<file path="src/rtl/exec_pkg.sv">
`default_nettype none
// ---------------------------------------------------------------------------
// exec_pkg : opcode and FSM encodings for execution_stage_mc.  Rev 1.0
// ---------------------------------------------------------------------------
package exec_pkg;

    typedef logic [3:0] opcode_t;

    localparam opcode_t OP_ADD = 4'd0;
    localparam opcode_t OP_SUB = 4'd1;
    localparam opcode_t OP_AND = 4'd2;
    localparam opcode_t OP_OR  = 4'd3;
    localparam opcode_t OP_XOR = 4'd4;
    localparam opcode_t OP_SLL = 4'd5;
    localparam opcode_t OP_SRA = 4'd6;
    localparam opcode_t OP_SRL = 4'd7;
    localparam opcode_t OP_MUL = 4'd8;

    localparam logic [1:0] ST_IDLE     = 2'd0;
    localparam logic [1:0] ST_MUL      = 2'd1;
    localparam logic [1:0] ST_MUL_DONE = 2'd2;

endpackage
`default_nettype wire

</file>
<file path="src/rtl/execution_stage_mc_if.sv">
`default_nettype none
// ---------------------------------------------------------------------------
// execution_stage_mc_if : upstream/downstream handshake and sideband bundle.
// Rev 1.0
// ---------------------------------------------------------------------------
interface execution_stage_mc_if
    import exec_pkg::*;
#(
    parameter int DATA_W = 16,
    parameter int WBA_W  = 3
);
    logic              in_valid;
    logic              in_ready;
    opcode_t           alu_opcode;
    logic [DATA_W-1:0] data_in1;
    logic [DATA_W-1:0] data_in2;
    logic [WBA_W-1:0]  wb_addr_in;
    logic              wb_en_in;
    logic              wb_src_in;
    logic              mem_we_in;
    logic [DATA_W-1:0] mem_data_in;

    logic              out_valid;
    logic              out_ready;
    logic [DATA_W-1:0] alu_out;
    logic              zero_out;
    logic [WBA_W-1:0]  wb_addr_out;
    logic              wb_en_out;
    logic              wb_src_out;
    logic              mem_we_out;
    logic [DATA_W-1:0] mem_data_out;

    modport master (
        output in_valid, alu_opcode, data_in1, data_in2, wb_addr_in, wb_en_in,
               wb_src_in, mem_we_in, mem_data_in, out_ready,
        input  in_ready, out_valid, alu_out, zero_out, wb_addr_out, wb_en_out,
               wb_src_out, mem_we_out, mem_data_out
    );

    modport slave (
        input  in_valid, alu_opcode, data_in1, data_in2, wb_addr_in, wb_en_in,
               wb_src_in, mem_we_in, mem_data_in, out_ready,
        output in_ready, out_valid, alu_out, zero_out, wb_addr_out, wb_en_out,
               wb_src_out, mem_we_out, mem_data_out
    );
endinterface
`default_nettype wire

</file>
<file path="src/rtl/exec_mul_iter.sv">
`default_nettype none
// ---------------------------------------------------------------------------
// exec_mul_iter : radix-2 shift-add multiplier, one partial product per cycle.
// Rev 1.0
// ---------------------------------------------------------------------------
module exec_mul_iter #(
    parameter int DATA_W = 16
) (
    input  wire logic              clk,
    input  wire logic              rst,
    input  wire logic              i_start,
    input  wire logic              i_kill,
    input  wire logic [DATA_W-1:0] i_a,
    input  wire logic [DATA_W-1:0] i_b,
    output logic                   o_done,
    output logic [DATA_W-1:0]      o_product
);
    localparam int              CW     = $clog2(DATA_W);
    localparam logic [CW-1:0]   c_LAST = CW'(DATA_W - 1);

    logic [DATA_W-1:0] r_acc;
    logic [DATA_W-1:0] r_a;
    logic [DATA_W-1:0] r_b;
    logic [CW-1:0]     r_cnt;
    logic              r_busy;
    logic [DATA_W-1:0] w_step;

    assign w_step = r_acc + (r_b[0] ? r_a : '0);

    always_ff @(posedge clk or posedge rst) begin
        if (rst) begin
            r_acc  <= '0;
            r_a    <= '0;
            r_b    <= '0;
            r_cnt  <= '0;
            r_busy <= 1'b0;
        end else if (i_kill) begin
            r_cnt  <= '0;
            r_busy <= 1'b0;
        end else if (i_start) begin
            r_acc  <= '0;
            r_a    <= i_a;
            r_b    <= i_b;
            r_cnt  <= '0;
            r_busy <= 1'b1;
        end else if (r_busy) begin
            r_acc <= w_step;
            r_a   <= r_a << 1;
            r_b   <= r_b >> 1;
            r_cnt <= r_cnt + 1'b1;
            if (r_cnt == c_LAST) begin
                r_busy <= 1'b0;
            end
        end
    end

    // The final step is visible combinationally so the top can load it on the
    // same edge; afterwards the finished sum stays parked in r_acc.
    assign o_done    = r_busy && (r_cnt == c_LAST);
    assign o_product = r_busy ? w_step : r_acc;

endmodule
`default_nettype wire

</file>
<file path="src/rtl/execution_stage_mc.sv">
`default_nettype none
// ---------------------------------------------------------------------------
// execution_stage_mc : ALU + iterative multiply stage with valid/ready on both
// sides and a sync flush.  Rev 1.0
// ---------------------------------------------------------------------------
module execution_stage_mc
    import exec_pkg::*;
#(
    parameter int DATA_W = 16,
    parameter int WBA_W  = 3
) (
    input  wire logic              clk,
    input  wire logic              rst,
    input  wire logic              flush,
    execution_stage_mc_if.slave    bus
);
    localparam int SHW = $clog2(DATA_W);

    logic [1:0]        r_state;
    logic              r_out_valid;
    logic [DATA_W-1:0] r_alu_out;
    logic              r_zero;
    logic [WBA_W-1:0]  r_wb_addr;
    logic              r_wb_en;
    logic              r_wb_src;
    logic              r_mem_we;
    logic [DATA_W-1:0] r_mem_data;

    logic [WBA_W-1:0]  r_p_wb_addr;
    logic              r_p_wb_en;
    logic              r_p_wb_src;
    logic              r_p_mem_we;
    logic [DATA_W-1:0] r_p_mem_data;

    logic              w_slot_free;
    logic              w_accept;
    logic              w_is_mul;
    logic              w_mul_done;
    logic [DATA_W-1:0] w_mul_product;
    logic [DATA_W-1:0] w_alu;
    logic [SHW-1:0]    w_sh;
    logic              w_load;
    logic              w_from_mul;
    logic [1:0]        w_next_state;
    logic [DATA_W-1:0] w_res;

    assign w_slot_free = !r_out_valid || bus.out_ready;
    assign bus.in_ready = (r_state == ST_IDLE) && w_slot_free && !flush && !rst;
    assign w_accept    = bus.in_valid && bus.in_ready;
    assign w_is_mul    = (bus.alu_opcode == OP_MUL);
    assign w_sh        = bus.data_in2[SHW-1:0];

    exec_mul_iter #(.DATA_W(DATA_W)) u_mul (
        .clk       (clk),
        .rst       (rst),
        .i_start   (w_accept && w_is_mul),
        .i_kill    (flush),
        .i_a       (bus.data_in1),
        .i_b       (bus.data_in2),
        .o_done    (w_mul_done),
        .o_product (w_mul_product)
    );

    always_comb begin
        w_alu = '0;
        case (bus.alu_opcode)
            OP_ADD:  w_alu = bus.data_in1 + bus.data_in2;
            OP_SUB:  w_alu = bus.data_in1 - bus.data_in2;
            OP_AND:  w_alu = bus.data_in1 & bus.data_in2;
            OP_OR:   w_alu = bus.data_in1 | bus.data_in2;
            OP_XOR:  w_alu = bus.data_in1 ^ bus.data_in2;
            OP_SLL:  w_alu = bus.data_in1 << w_sh;
            OP_SRA:  w_alu = $signed(bus.data_in1) >>> w_sh;
            OP_SRL:  w_alu = bus.data_in1 >> w_sh;
            default: w_alu = '0;
        endcase
    end

    always_comb begin
        w_load       = 1'b0;
        w_from_mul   = 1'b0;
        w_next_state = r_state;
        case (r_state)
            ST_IDLE: begin
                if (w_accept) begin
                    if (w_is_mul) w_next_state = ST_MUL;
                    else          w_load       = 1'b1;
                end
            end
            ST_MUL: begin
                if (w_mul_done) begin
                    if (w_slot_free) begin
                        w_load       = 1'b1;
                        w_from_mul   = 1'b1;
                        w_next_state = ST_IDLE;
                    end else begin
                        w_next_state = ST_MUL_DONE;
                    end
                end
            end
            ST_MUL_DONE: begin
                if (w_slot_free) begin
                    w_load       = 1'b1;
                    w_from_mul   = 1'b1;
                    w_next_state = ST_IDLE;
                end
            end
            default: w_next_state = ST_IDLE;
        endcase
    end

    assign w_res = w_from_mul ? w_mul_product : w_alu;

    always_ff @(posedge clk or posedge rst) begin
        if (rst) begin
            r_state      <= ST_IDLE;
            r_out_valid  <= 1'b0;
            r_alu_out    <= '0;
            r_zero       <= 1'b0;
            r_wb_addr    <= '0;
            r_wb_en      <= 1'b0;
            r_wb_src     <= 1'b0;
            r_mem_we     <= 1'b0;
            r_mem_data   <= '0;
            r_p_wb_addr  <= '0;
            r_p_wb_en    <= 1'b0;
            r_p_wb_src   <= 1'b0;
            r_p_mem_we   <= 1'b0;
            r_p_mem_data <= '0;
        end else if (flush) begin
            // alu_out and zero_out are deliberately left as they were
            r_state     <= ST_IDLE;
            r_out_valid <= 1'b0;
            r_wb_addr   <= '0;
            r_wb_en     <= 1'b0;
            r_wb_src    <= 1'b0;
            r_mem_we    <= 1'b0;
            r_mem_data  <= '0;
        end else begin
            r_state <= w_next_state;
            if (bus.out_ready) begin
                r_out_valid <= 1'b0;
            end
            if (w_accept && w_is_mul) begin
                r_p_wb_addr  <= bus.wb_addr_in;
                r_p_wb_en    <= bus.wb_en_in;
                r_p_wb_src   <= bus.wb_src_in;
                r_p_mem_we   <= bus.mem_we_in;
                r_p_mem_data <= bus.mem_data_in;
            end
            if (w_load) begin
                r_out_valid <= 1'b1;
                r_alu_out   <= w_res;
                r_zero      <= (w_res == '0);
                r_wb_addr   <= w_from_mul ? r_p_wb_addr  : bus.wb_addr_in;
                r_wb_en     <= w_from_mul ? r_p_wb_en    : bus.wb_en_in;
                r_wb_src    <= w_from_mul ? r_p_wb_src   : bus.wb_src_in;
                r_mem_we    <= w_from_mul ? r_p_mem_we   : bus.mem_we_in;
                r_mem_data  <= w_from_mul ? r_p_mem_data : bus.mem_data_in;
            end
        end
    end

    assign bus.out_valid    = r_out_valid;
    assign bus.alu_out      = r_alu_out;
    assign bus.zero_out     = r_zero;
    assign bus.wb_addr_out  = r_wb_addr;
    assign bus.wb_en_out    = r_wb_en;
    assign bus.wb_src_out   = r_wb_src;
    assign bus.mem_we_out   = r_mem_we;
    assign bus.mem_data_out = r_mem_data;

endmodule
`default_nettype wire
</file>
<file path="src/flat_wrapper.sv">
// flat-port wrapper written by rule: the top's interface ports become plain ports
module execution_stage_mc_flat import exec_pkg::*;
#(
    parameter int DATA_W = 16,
    parameter int WBA_W  = 3
)
  (clk, rst, flush, bus_in_valid, bus_alu_opcode, bus_data_in1, bus_data_in2, bus_wb_addr_in, bus_wb_en_in, bus_wb_src_in, bus_mem_we_in, bus_mem_data_in, bus_out_ready, bus_in_ready, bus_out_valid, bus_alu_out, bus_zero_out, bus_wb_addr_out, bus_wb_en_out, bus_wb_src_out, bus_mem_we_out, bus_mem_data_out);
  execution_stage_mc_if #(.DATA_W(DATA_W), .WBA_W(WBA_W)) bus_i ();
  input  wire logic clk;
  input  wire logic rst;
  input  wire logic flush;
  input wire logic [$bits(bus_i.in_valid)-1:0] bus_in_valid;
  input wire logic [$bits(bus_i.alu_opcode)-1:0] bus_alu_opcode;
  input wire logic [$bits(bus_i.data_in1)-1:0] bus_data_in1;
  input wire logic [$bits(bus_i.data_in2)-1:0] bus_data_in2;
  input wire logic [$bits(bus_i.wb_addr_in)-1:0] bus_wb_addr_in;
  input wire logic [$bits(bus_i.wb_en_in)-1:0] bus_wb_en_in;
  input wire logic [$bits(bus_i.wb_src_in)-1:0] bus_wb_src_in;
  input wire logic [$bits(bus_i.mem_we_in)-1:0] bus_mem_we_in;
  input wire logic [$bits(bus_i.mem_data_in)-1:0] bus_mem_data_in;
  input wire logic [$bits(bus_i.out_ready)-1:0] bus_out_ready;
  output wire logic [$bits(bus_i.in_ready)-1:0] bus_in_ready;
  output wire logic [$bits(bus_i.out_valid)-1:0] bus_out_valid;
  output wire logic [$bits(bus_i.alu_out)-1:0] bus_alu_out;
  output wire logic [$bits(bus_i.zero_out)-1:0] bus_zero_out;
  output wire logic [$bits(bus_i.wb_addr_out)-1:0] bus_wb_addr_out;
  output wire logic [$bits(bus_i.wb_en_out)-1:0] bus_wb_en_out;
  output wire logic [$bits(bus_i.wb_src_out)-1:0] bus_wb_src_out;
  output wire logic [$bits(bus_i.mem_we_out)-1:0] bus_mem_we_out;
  output wire logic [$bits(bus_i.mem_data_out)-1:0] bus_mem_data_out;
  assign bus_i.in_valid = bus_in_valid;
  assign bus_i.alu_opcode = bus_alu_opcode;
  assign bus_i.data_in1 = bus_data_in1;
  assign bus_i.data_in2 = bus_data_in2;
  assign bus_i.wb_addr_in = bus_wb_addr_in;
  assign bus_i.wb_en_in = bus_wb_en_in;
  assign bus_i.wb_src_in = bus_wb_src_in;
  assign bus_i.mem_we_in = bus_mem_we_in;
  assign bus_i.mem_data_in = bus_mem_data_in;
  assign bus_i.out_ready = bus_out_ready;
  assign bus_in_ready = bus_i.in_ready;
  assign bus_out_valid = bus_i.out_valid;
  assign bus_alu_out = bus_i.alu_out;
  assign bus_zero_out = bus_i.zero_out;
  assign bus_wb_addr_out = bus_i.wb_addr_out;
  assign bus_wb_en_out = bus_i.wb_en_out;
  assign bus_wb_src_out = bus_i.wb_src_out;
  assign bus_mem_we_out = bus_i.mem_we_out;
  assign bus_mem_data_out = bus_i.mem_data_out;
  execution_stage_mc #(.DATA_W(DATA_W), .WBA_W(WBA_W)) u_core (.clk(clk), .rst(rst), .flush(flush), .bus(bus_i));
endmodule
</file>
<file path="config.mk">
export PLATFORM = sky130hd
export DESIGN_NAME = execution_stage_mc_flat
export DESIGN_NICKNAME = d
export VERILOG_FILES = /design/src/rtl/exec_pkg.sv /design/src/rtl/execution_stage_mc_if.sv /design/src/rtl/exec_mul_iter.sv /design/src/rtl/execution_stage_mc.sv /design/src/flat_wrapper.sv
export SDC_FILE = /design/constraint.sdc
export NUM_CORES = 1
export LEC_CHECK = 0
export ABC_AREA = 1
export CAP_MARGIN = 25
export CORE_ASPECT_RATIO = 0.6
export CORE_MARGIN = 8
export CORE_UTILIZATION = 63
export CTS_CLUSTER_DIAMETER = 100
export DETAILED_ROUTE_END_ITERATION = 7
export GPL_TIMING_DRIVEN = 0
export PLACE_DENSITY = 0.87
export SLEW_MARGIN = 10
export SYNTH_ARGS = -nofsm -noshare
export SYNTH_HDL_FRONTEND = slang
export SYNTH_HIERARCHICAL = 1
export SYNTH_SLANG_ARGS = --single-unit
</file>
<file path="constraint.sdc">
create_clock -name clk -period 5.8 [get_ports clk]
set_clock_uncertainty 0.15 [all_clocks]
set_input_delay 1.45 -clock clk [delete_from_list [all_inputs] [get_ports clk]]
set_output_delay 1.45 -clock clk [all_outputs]
set_load 0.1 [all_outputs]
</file>
==> results of run 1 <==
-- area by class of cell --
cell class                      instances  area [um2]  area share
Buffer                                 58         309      0.0254
Clock buffer                           18         429      0.0353
Clock inverter                         14         151      0.0124
Inverter                              197         742      0.0610
Multi-Input combinational cell       1233        6280       0.517
Sequential cell                       117        2930       0.241
Tap cell                              209         262      0.0215
Timing Repair Buffer                  104        1060      0.0870
-- sequential cells by signal (all words and copies together) (netlist names) --
signal	count
u_core/bus.alu_out	16
u_core/bus.mem_data_out	16
u_core/bus.mem_we_out	1
u_core/bus.out_valid	1
u_core/bus.wb_addr_out	3
u_core/bus.wb_en_out	1
u_core/bus.wb_src_out	1
u_core/bus.zero_out	1
u_core/r_p_mem_data	16
u_core/r_p_mem_we	1
u_core/r_p_wb_addr	3
u_core/r_p_wb_en	1
u_core/r_p_wb_src	1
u_core/r_state	2
u_core/u_mul/r_a	16
u_core/u_mul/r_acc	16
u_core/u_mul/r_b	16
u_core/u_mul/r_busy	1
u_core/u_mul/r_cnt	4
-- where the power goes --
| part | switching [mW] | internal [mW] | leakage, nW |
|---|---|---|---|
| clock | 0.402 | 0.634 | 0.269 |
| sequential | 0.142 | 1.00 | 1.52 |
| combinational | 1.17 | 0.484 | 4.68 |
-- per-layer routing --
metal,vias up,wire (um)
met3,143,6010
met5,-,13
met4,2,1230
met2,970,16200
met1,5548,15900
li1,5372,-
-- through the flow --
step                total power [mW]  worst slack [ps]  hold WS (ps)
floorplan                       2.24              1340           283
CTS                             3.78               116           317
detailed placement              2.71              -146           309
global placement                2.66             -79.8           305
finish                          3.83              70.9           325
global route                    3.99              1.51           333
-- logic make-up (layout without fill, tap and decap cells) --
| logic type | count (synthesis) | after routing | share of synthesized area |
|---|---|---|---|
| multiplexers | 23 | 23 | 0.0225 |
| adder cells (fa/ha/maj) | 71 | 71 | 0.0881 |
| AO/OA/AOI/OAI | 183 | 183 | 0.102 |
| AND/OR/NAND/NOR | 934 | 934 | 0.381 |
| buffers and inverters | 255 | 391 | 0.102 |
| XOR/XNOR | 22 | 22 | 0.0188 |
| flip-flops | 117 | 117 | 0.286 |
-- cell usage in the layout, fill, tap and decap left out, types with 4 or more instances in the layout --
cell,count
a21boi_1,4
a21oi_1,44
a31oi_1,17
and2_1,13
buf_1,6
buf_2,21
buf_4,7
buf_6,5
clkbuf_1,19
clkbuf_16,17
clkdlybuf4s50_1,103
clkinvlp_4,5
dfrtp_1,117
ha_1,69
inv_1,187
inv_2,8
mux2i_1,23
nand2_1,568
nand3_1,178
nand3b_1,6
nand4_1,8
nor2_1,127
nor2_2,4
nor3_1,9
o211ai_1,14
o21ai_0,61
o21ai_1,23
o21ai_2,4
or2_2,10
xnor2_1,7
xor2_1,15
-- final timing paths --
path / to / slack [ps]
worst max-delay path: bus_in_ready / 70
worst min-delay path: u_core/u_mul/r_cnt[3] / 320
worst max register to register: u_core/u_mul/r_b[5] / 2220
worst min register to register: u_core/u_mul/r_cnt[3] / 320
max in group asynchronous: u_core/u_mul/r_b[14] / 3460
min in group asynchronous: u_core/u_mul/r_acc[13] / 1470
-- critical path, cell delays in order --
cell and delay, ps:
clkdlybuf4s50_1 770, inv_2 330, nand2_2 130, nor3_4 250
clkdlybuf4s50_1 1180
==> results.tsv, run 1 <==
stage	metric	value	unit
clock_network	PostCTS Resize Cnt	0	
final_layout	Layout Cell Area excl Fill	12200	um2
sta	Rel. slew slack	0.315	
logic_synthesis	Unique masters post-synth	47	
pwr	Leakage	6.47	nW
die	Starting Density	0.637	
grt	GR Overflow Total	0	
grt	initial antenna violation count	1	
clock_network	Clk Tree Root Cell	clkbuf_16	
routing	Starting DRT DRC Count	2015	
die	Std-Cell Core Area	16100	um2
setup_path	CP startpoint	flush	
setup_path	crit-path max FO	10	
routing	post-route ant nets	0	
logic_synthesis	top cells by instance count after synthesis	568 x nand2_1, 189 x inv_1, 178 x nand3_1	
sta	RSZ-0062 raised after global routing	no	
logic_synthesis	most common flop cell mapped by yosys	dfrtp_1	
final_layout	nets	1862	
sta	Slew @ Worst Pin	1020	ps
die	# IOs	104	
placement	cell count after placement	1918	
die	num rows	36	
logic_synthesis	Post-synth EDFFs	0	
run_status	outcome	complete, no violations	
sta	Setup-failing EPs final	0	
grt	first-pass GRT wire length	60.1	mm
sta	crit share post-route	0.988	
sta	fin crit period	5730	ps
clock_network	clk sinks	117	
routing	Residual DRC	0	
setup_path	Setup CP Type	input pin to output port	
clock_network	Clk Latency, worst-skew pair	430	ps
setup_path	cell count of the worst reg-to-reg path	11	
final_layout	ant diodes	0	
grt	met2 Use GR	0.547	
routing	number of vias in the routed layout	12000	
final_layout	layout filler cell count	1230	
routing	drt first pass iters	8	
clock_network	H-tree lvl count	4	
logic_synthesis	post-synth top area share	0.286	
routing	DRT Wirelength	39.3	mm
logic_synthesis	yosys warns	6	
grt	met3 Usage GRT	0.113	
die	Die X	181	um
setup_path	Reg2Reg Launch Point	u_core/r_state[0]	
die	Chip Height	115	um
sta	Final TNS setup	0	ps
logic_synthesis	Syn Std Cell Area	10200	um2
logic_synthesis	Post-Synthesis Cells	1605	
grt	met1 Usage GRT	0.509	
final_layout	Post-Layout Cell Count	1950	
die	die area	20700	um2
pwr	PwrDens	315	nW/um2
logic_synthesis	post-synth top area cell	dfrtp_1	
sta	final hold violations	0	
clock_network	CTS Hold Bufs	0	
grt	vias in the first global route	11000	
setup_path	Setup crit start kind	input pin	
setup_path	Data arrival, critical path	4130	ps
clock_network	Max Buffers Root-to-Sink	2	
final_layout	fin util	0.756	
clock_network	CTS clk-pin slew, worst paths	60	ps
clock_network	CTS tree	yes	
pwr	Worst IR Drop VDD	0.000484	V
final_layout	share of cells above drive strength 1	0.0592	
routing	routed length per placed instance	20.2	um
worst_hold_path	hold path cells	1	
sta	final slew viol count	0	
clock_network	setup bufs post-CTS	0	
routing	DR vias/cell	6.17	
worst_hold_path	Worst Hold Class	register to register	
clock_network	Num CTS Buffers	17	
placement	Area after DPL	11600	um2
logic_synthesis	Synth async-reset ratio	1.00	
sta	Peak Freq	175	MHz
logic_synthesis	Synth area leaders	dfrtp_1 29%, nand2_1 21%, nand3_1 8.7%	
worst_hold_path	hold_sp	u_core/u_mul/r_cnt[3]	
setup_path	Worst EP required	4200	ps
logic_synthesis	count leader, synth	nand2_1	
job	max_cap viols	0	
logic_synthesis	FF+latch count, synth	117	
logic_synthesis	post-synthesis sequential area ratio	0.286	
logic_synthesis	Post-Syn Area per Cell	6.39	um2
placement	# port buffers	103	
final_layout	Area Overhead vs Synth	18.7	%
placement	DP Wirelength	29.5	mm
setup_path	Critical Path End Type	output port	
logic_synthesis	syn nets	1739	
grt	Total GRT Usage	0.372	
placement	RePlAce Congestion	1.03	
grt	largest net degree at the start of global routing	65	
grt	GR peak layer	met2	
No activity file was read; power rests on OpenSTA's default activity.
==> run 2: changes to the inputs <==
Settings changed: CORE_UTILIZATION 63 to 53, PLACE_DENSITY 0.87 to 0.78.
Clock period 5.8 ns to 5.1 ns, I/O delays scaled along.
==> run 2 against run 1 <==
  * Utilization shrank 11 points
  * Die area grew 17%
  * Cell count grew 1.9%
  * Register-to-register slack lost 650 ps
  * Non-clock buffer count is the same
  * First-iteration DRC count shrank 13%
  * Global-route usage shrank 5.8 points
==> results.tsv, run 2 (synthesis results as in run 1) <==
stage	metric	value	unit
run_status	outcome	complete, no violations	
sta	Setup-failing EPs final	0	
die	Die X	196	um
clock_network	clk sinks	117	
routing	number of vias in the routed layout	11400	
setup_path	Critical Path End Type	output port	
clock_network	CTS clk-pin slew, worst paths	60	ps
die	Std-Cell Core Area	19000	um2
routing	Starting DRT DRC Count	1755	
final_layout	share of cells above drive strength 1	0.0638	
routing	DRT Wirelength	38.3	mm
setup_path	Setup crit start kind	input pin	
sta	Slew @ Worst Pin	1030	ps
clock_network	H-tree lvl count	4	
clock_network	Max Buffers Root-to-Sink	2	
placement	DP Wirelength	29.7	mm
routing	routed length per placed instance	19.3	um
pwr	PwrDens	349	nW/um2
pwr	Leakage	6.49	nW
final_layout	layout filler cell count	1782	
setup_path	Worst EP required	3670	ps
final_layout	commonest non-fill, non-tap cells in the layout	567 x nand2_1, 187 x inv_1, 178 x nand3_1	
grt	GR Overflow Total	0	
final_layout	Layout Cell Area excl Fill	12200	um2
grt	largest net degree at the start of global routing	65	
sta	crit share post-route	0.974	
pwr	total power	4.26	mW
placement	Area after DPL	11600	um2
die	Starting Density	0.540	
grt	Total GRT Usage	0.314	
grt	vias in the first global route	10500	
pwr	Worst IR Drop VDD	0.000481	V
final_layout	nets	1862	
placement	# port buffers	103	
setup_path	Data arrival, critical path	3540	ps
setup_path	crit-path max FO	10	
die	Chip Height	124	um
final_layout	Area Overhead vs Synth	19.2	%
sta	Peak Freq	201	MHz
clock_network	CTS Hold Bufs	0	
placement	RePlAce Congestion	1.01	
die	num rows	39	
sta	Rel. slew slack	0.311	
routing	drt first pass iters	6	
clock_network	Clk Latency, worst-skew pair	430	ps
worst_hold_path	Worst Hold Class	register to register	
sta	final slew viol count	0	
clock_network	CTS tree	yes	
routing	post-route ant nets	0	
grt	initial antenna violation count	0	
die	die area	24200	um2
sta	final hold violations	0	
setup_path	Setup CP Type	input pin to output port	
clock_network	Num CTS Buffers	17	
grt	first-pass GRT wire length	59.0	mm
final_layout	commonest non-fill, non-tap cell in the layout	nand2_1	
sta	fin crit period	4970	ps
die	# IOs	104	
final_layout	fin util	0.644	
final_layout	ant diodes	0	
routing	Residual DRC	0	
routing	DR vias/cell	5.73	
clock_network	Clk Tree Root Cell	clkbuf_16	
job	max_cap viols	0	
==> run 2: cell types whose count changed in the layout (fill, tap and decap cells not counted), sizes merged <==
cell           change
bufinv             -2
buf                +1
clkdlybuf4s50      -3
clkbuf             -2
dlygate4sd2        +3
clkinv             -2
inv                +8
clkinvlp           -3
==> run 2: worst paths after layout <==
kind | start | end | slack, ps | depth (start not counted)
max | flush | bus_in_ready | 130 | 5
min | u_core/u_mul/r_cnt[3] | u_core/u_mul/r_cnt[3] | 310 | 1
max reg2reg | u_core/r_state[0] | u_core/u_mul/r_b[5] | 1570 | 11
min reg2reg | u_core/u_mul/r_cnt[3] | u_core/u_mul/r_cnt[3] | 310 | 1
max in group asynchronous | rst | u_core/bus.alu_out[5] | 2950 | 2
min in group asynchronous | rst | u_core/u_mul/r_a[0] | 1180 | 2
==> run 2: cell type report <==
| class | count | area [um2] | area share |
|---|---|---|---|
| Multi-Input combinational cell | 1233 | 6310 | 0.516 |
| Sequential cell | 117 | 2930 | 0.240 |
| Timing Repair Buffer | 105 | 1050 | 0.0863 |
| Inverter | 197 | 747 | 0.0611 |
| Clock buffer | 17 | 425 | 0.0348 |
| Buffer | 57 | 314 | 0.0257 |
| Tap cell | 246 | 308 | 0.0252 |
| Clock inverter | 15 | 135 | 0.0111 |
==> run 2: worst max-delay path: stages <==
cell and delay [ps]:
clkdlybuf4s50_1 760, inv_2 300, nand2_2 110, nor3_4 190, dlygate4sd2_1 890
==> run 2: metrics by stage <==
step / TNS [ps] / hold slack (ps) / std cells / worst slack [ps]
2_1_floorplan: 0 / 283 / 1605 / 817
3_3_place_gp: -3090 / 302 / 1954 / -629
3_5_place_dp: -3690 / 304 / 1955 / -728
4_1_cts: 0 / 312 / 1987 / 67.2
5_1_grt: -9.92 / 338 / 1987 / -9.92
6_report: 0 / 313 / 1987 / 132
==> run 2: repair_timing <==
item	in CTS	in global routing
setup endpoints to repair	6	5
gates resized for setup	5	13
setup buffers	0	1
pin swaps	0	1
hold endpoints to repair	0	0
==> run 2: power by group <==
part	switching (mW)	internal [mW]
sequential	0.140	1.14
clock	0.511	0.643
combinational	1.29	0.549
total	1.94	2.33
==> run 2: routing by layer <==
metal / part of all wire / global-route usage / wire [um]
met1: 0.46 / 0.462 / 17400
met2: 0.39 / 0.427 / 14900
met3: 0.14 / 0.106 / 5190
met4: 0.019 / 0.0872 / 712
met5: 0 / 0 / 0
==> run 3: changes to the inputs <==
Settings changed: CTS_CLUSTER_SIZE set to 16.
==> results of run 3 <==
No change in the layout: final DEF, timing and power equal those of run 2.
